File: config.mk
export PLATFORM = sky130hd
export DESIGN_NAME = fetch_stage
export DESIGN_NICKNAME = d
export VERILOG_FILES = /design/src/rtl/fetch_stage.sv
export SDC_FILE = /design/constraint.sdc
export NUM_CORES = 1
export LEC_CHECK = 0
export CAP_MARGIN = 20
export CORE_MARGIN = 1
export CORE_UTILIZATION = 40
export DETAILED_ROUTE_END_ITERATION = 10
export HOLD_SLACK_MARGIN = 0.03
export PLACE_DENSITY_LB_ADDON = 0.1
export RECOVER_POWER = 50
export SLEW_MARGIN = 30
export SYNTH_ARGS = -nofsm -noshare
export SYNTH_HDL_FRONTEND = slang
export SYNTH_SLANG_ARGS = --single-unit
export TNS_END_PERCENT = 30
File: constraint.sdc
create_clock -name clk -period 5.75 [get_ports clk]
set_input_delay 1.15 -clock clk [delete_from_list [all_inputs] [get_ports clk]]
set_output_delay 1.15 -clock clk [all_outputs]
set_load 0.01 [all_outputs]
File: src/rtl/fetch_stage.sv
// fetch_stage: instruction fetch stage with an internal instruction memory
// and the IF/ID pipeline register.
//
// Optional feature macro: FETCH_BOUND_TRAP_EN
//   defined   -> an out-of-range fetch sets a sticky fetch_fault and freezes
//                the PC (bubbles issued) until rst or a redirect.
//   undefined -> fetch_fault is tied low; the PC keeps advancing through
//                out-of-range addresses, which fetch as invalid bubbles.
//
// Parameters:
//   IMEM_DEPTH  instruction memory depth in 32-bit words (power of two, 2..1024)
//   RESET_PC    PC loaded on reset
//   NOP_INSTR   bubble encoding
//
// Ports:
//   clk, rst              clock; synchronous active-high reset
//   stall                 hold PC and IF/ID
//   flush                 load a bubble into IF/ID
//   redirect, redirect_pc taken branch/jump target (word aligned on load)
//   imem_we/waddr/wdata   instruction memory write port (works during rst)
//   if_pc                 current fetch PC
//   id_pc/instr/valid     IF/ID register contents
//   fetch_fault           sticky out-of-range fetch flag
module fetch_stage #(
    parameter int unsigned IMEM_DEPTH = 32,
    parameter logic [31:0] RESET_PC   = 32'h0000_0000,
    parameter logic [31:0] NOP_INSTR  = 32'h0000_0013
) (
    input  logic                          clk,
    input  logic                          rst,
    input  logic                          stall,
    input  logic                          flush,
    input  logic                          redirect,
    input  logic [31:0]                   redirect_pc,
    input  logic                          imem_we,
    input  logic [$clog2(IMEM_DEPTH)-1:0] imem_waddr,
    input  logic [31:0]                   imem_wdata,
    output logic [31:0]                   if_pc,
    output logic [31:0]                   id_pc,
    output logic [31:0]                   id_instr,
    output logic                          id_valid,
    output logic                          fetch_fault
);

    localparam int unsigned AW = $clog2(IMEM_DEPTH);

    // Memory starts out holding bubbles so unwritten words never read as X.
    // It is deliberately not touched by rst.
    logic [31:0] imem [IMEM_DEPTH] = '{default: NOP_INSTR};

    logic          in_range;
    logic [AW-1:0] fetch_idx;
    logic [31:0]   fetch_word;
    logic          freeze;

    logic [31:0]   pc_d;
    logic [31:0]   id_pc_d;
    logic [31:0]   id_instr_d;
    logic          id_valid_d;

    always_ff @(posedge clk) begin
        if (imem_we) begin
            imem[imem_waddr] <= imem_wdata;
        end
    end

    // Asynchronous read: a same-edge write is seen only on the next cycle.
    assign in_range   = (if_pc[31:AW+2] == '0);
    assign fetch_idx  = if_pc[AW+1:2];
    assign fetch_word = in_range ? imem[fetch_idx] : NOP_INSTR;

`ifdef FETCH_BOUND_TRAP_EN
    logic fault_q;

    always_ff @(posedge clk) begin
        if (rst) begin
            fault_q <= 1'b0;
        end else if (!redirect && !in_range) begin
            fault_q <= 1'b1;
        end
    end

    // Freeze tracks the current PC, so a redirect to an in-range target
    // resumes fetching while the fault flag itself stays set.
    assign freeze      = !in_range;
    assign fetch_fault = fault_q;
`else
    assign freeze      = 1'b0;
    assign fetch_fault = 1'b0;
`endif

    // Priority below rst: redirect > stall > advance. Flush only affects IF/ID.
    always_comb begin
        pc_d       = if_pc;
        id_pc_d    = id_pc;
        id_instr_d = id_instr;
        id_valid_d = id_valid;
        if (redirect) begin
            pc_d       = redirect_pc & ~32'd3;
            id_pc_d    = '0;
            id_instr_d = NOP_INSTR;
            id_valid_d = 1'b0;
        end else begin
            if (!stall && !freeze) begin
                pc_d = if_pc + 32'd4;
            end
            if (flush || (freeze && !stall)) begin
                id_pc_d    = '0;
                id_instr_d = NOP_INSTR;
                id_valid_d = 1'b0;
            end else if (!stall) begin
                id_pc_d    = if_pc;
                id_instr_d = fetch_word;
                id_valid_d = in_range;
            end
        end
    end

    always_ff @(posedge clk) begin
        if (rst) begin
            if_pc    <= RESET_PC;
            id_pc    <= '0;
            id_instr <= NOP_INSTR;
            id_valid <= 1'b0;
        end else begin
            if_pc    <= pc_d;
            id_pc    <= id_pc_d;
            id_instr <= id_instr_d;
            id_valid <= id_valid_d;
        end
    end

endmodule

==> results.md <==
- Post-synth top area cell: edfxtp_1
- Worst Path Required: 6.32 ns
- Max cap viols: 23
- Status: finished with violations
- Worst clock skew: 0.0215 ns
- Fin crit share: 0.711
- Clock Sinks: 1122
- Measured slew at the worst slew-check pin: 2.73 ns
- Number of synthesized flops with an enable pin: 1024
- Synthesized area: 42900 um2
- Register area share after synthesis: 0.763
- CP endpoint kind: register
- Leakage power: 15.5 nW
- 1st-pass router iterations: 11
- Data arrival, critical path: 4.66 ns
- Initial Util: 0.405
- Failing checks: DRC, capacitance limit, slew limit
- Fin. max-slew vios: 634
- DIE WIDTH: 329 um
- Drt wl/cell: 28.2 um
- Grt total ovfl: 0
- Most numerous cell in the Yosys netlist: edfxtp_1
- Slew headroom: -0.821
- Final hold violation count: 0
- CTS H-tree lvls: 3
- Power per cell area: 350 nW/um2
- Count of warnings emitted by yosys: 0
- Post-CTS Setup Bufs: 0
- Worst Hold Class: register to register
- IO Count: 173
- Post-route ant nets: 0
- CP Class: input pin to register
- Die area: 108000 um2
- #FFs+latches synth: 1122
- Synth cell types: 53
- CTS root buf: clkbuf_16
- Pwr Total: 17.6 mW
- Core ar.: 106000 um2
- Post-synth top flop: edfxtp_1
- DR vias/cell: 5.58
- Post-DP HPWL: 65900 um
- Gr usage total: 0.202
- Final Critical Period: 4.09 ns
- Final setup fails: 0
- DRC errors left: 10
- CTS Buffer Depth: 3
- N_diodes: 0
- Synth-to-Final Area Change: 17.5%
- Post-synth top area share: 0.718
- Ratio of cells with drive above 1 in the final layout: 0.248
- Clock Pin Slew Worst Setup and Hold Paths: 0.06 ns
- Post-cts hold buffer count: 0
- Setup TNS: 0 ns
- Antenna violations before repair: 4
- Hold Slack: 0.502 ns
- Post-Layout Cell Count: 3842
- Nets: 2423
- Via count: 21400
- I/O Buffers: 165
- First-iteration detailed-routing DRC count: 1848
- Die Y-Extent: 329 um
- CTS resizes: 0
- GP Congestion: 0.794
- Clk Latency, worst-skew pair: 0.69 ns
- RSZ-0062 raised after global routing: no
- Dpl cells: 3616
- Row cnt: 119
- Largest net degree at the start of global routing: 94
- Leading post-synthesis cells by cell area: edfxtp_1 (72%), mux4_2 (11%), dfxtp_1 (4.6%)
- Final WL: 108000 um
- CTS tree: built
- CP Max Fanout: 39
- CTS buffer count: 118
- Peak Freq: 245 MHz
- Synth top cells by count: edfxtp_1 (1024), mux4_2 (201), mux2_2 (116)
- VDD IR max: 0.219 mV
- Cells after synthesis: 2113
- Number of global-route vias before repair: 22300
- Startpoint types: input pin
- Ys async rst share: 0
- Post-Syn Area per Cell: 20.3 um2
- Global-route wire length before repair: 158000 um
==> power by group <==
part	total, mW	switching [mW]	leakage (nW)	internal [mW]
clock network	7.54	3.14	1.88	4.40
logic	0.980	0.577	3.57	0.403
registers	9.09	0.0780	10.0	9.01
==> cells in the final DEF (no fill, tap or decap), types with 5 or more instances in the layout <==
master,synthesis,layout
o22ai_1,58,58
clkbuf_8,0,13
a221o_1,58,58
mux2i_1,33,33
nand4_1,11,11
dlygate4sd3_1,0,17
conb_1,1,5
mux2_2,116,116
a21boi_0,29,29
clkinvlp_4,0,9
nor2_4,0,25
nand2_1,18,18
xnor2_1,20,20
clkinv_1,1,26
a21oi_1,6,6
a211oi_1,19,19
nand3_1,11,11
clkdlybuf4s50_1,0,130
nor3_1,35,35
a22oi_1,61,61
clkinv_2,0,17
clkbuf_1,53,58
dfxtp_1,98,94
xor2_1,7,7
nor3_2,6,6
nor4_1,8,7
mux4_2,201,201
bufinv_16,0,9
clkbuf_16,0,120
inv_1,6,6
buf_4,13,49
buf_16,0,5
edfxtp_1,1024,1024
nor2_1,104,79
nand3b_1,5,5
==> worst max-delay path, stage by stage <==
cell and delay (ns):
buf_2 0.07, clkbuf_1 1.93, nor2_1 0.14, nand4_1 0.35, nor4_4 0.07, buf_4 0.28, a21boi_0 0.30, a221o_1 0.34
==> flip-flops by register name, indices dropped and copies added, names as in the netlist, named ones only <==
signal    flops
id_pc        30
id_instr     32
id_valid      1
if_pc        30
imem       1024
==> layer usage <==
metal | vias to the layer above | global-route usage | part of all wire
met5 | - | 0 | 0.00028
met4 | 4 | 0.0533 | 0.020
met3 | 147 | 0.0312 | 0.047
met2 | 535 | 0.340 | 0.51
met1 | 11500 | 0.273 | 0.43
li1 | 9281 | - | -
==> logic make-up after synthesis <==
family | Yosys count | synth area share
XOR/XNOR | 27 | 0.00552
multiplexers | 350 | 0.144
AO/OA/AOI/OAI | 241 | 0.0439
adder cells (fa/ha/maj) | 1 | 0.000292
other | 1 | 0.0000875
AND/OR/NAND/NOR | 233 | 0.0284
flip-flops | 1122 | 0.763
buffers and inverters | 138 | 0.0145
==> path summary, 6_finish.rpt <==
check / start / endpoint / slack [ns] / depth (start not counted)
worst max-delay path: stall / id_instr[21] / 1.66 / 8
worst min-delay path: id_pc[23] / id_pc[23] / 0.50 / 2
worst max register to register: register / id_instr[6] / 2.64 / 7
worst min register to register: id_pc[23] / id_pc[23] / 0.50 / 2
==> area by class of cell <==
type	count	area (um2)
clock buffers	157	3270
flip-flops and latches	1122	32700
well taps	1391	1740
multi-input cells	857	9770
fillers	8866	55400
inverters	7	26.3
clock inverters	67	619
repair buffers	241	2200
==> stage by stage <==
step | area, um2 | worst slack [ns] | util
2_1_floorplan | 42900 | 2.17 | -
3_3_place_gp | 46500 | 1.54 | 0.440
3_5_place_dp | 46600 | 1.75 | 0.440
4_1_cts | 50400 | 2.44 | 0.477
5_1_grt | 50300 | 1.46 | 0.476
6_report | 50300 | 1.66 | 0.476
Power figures use the tool's default switching activity.
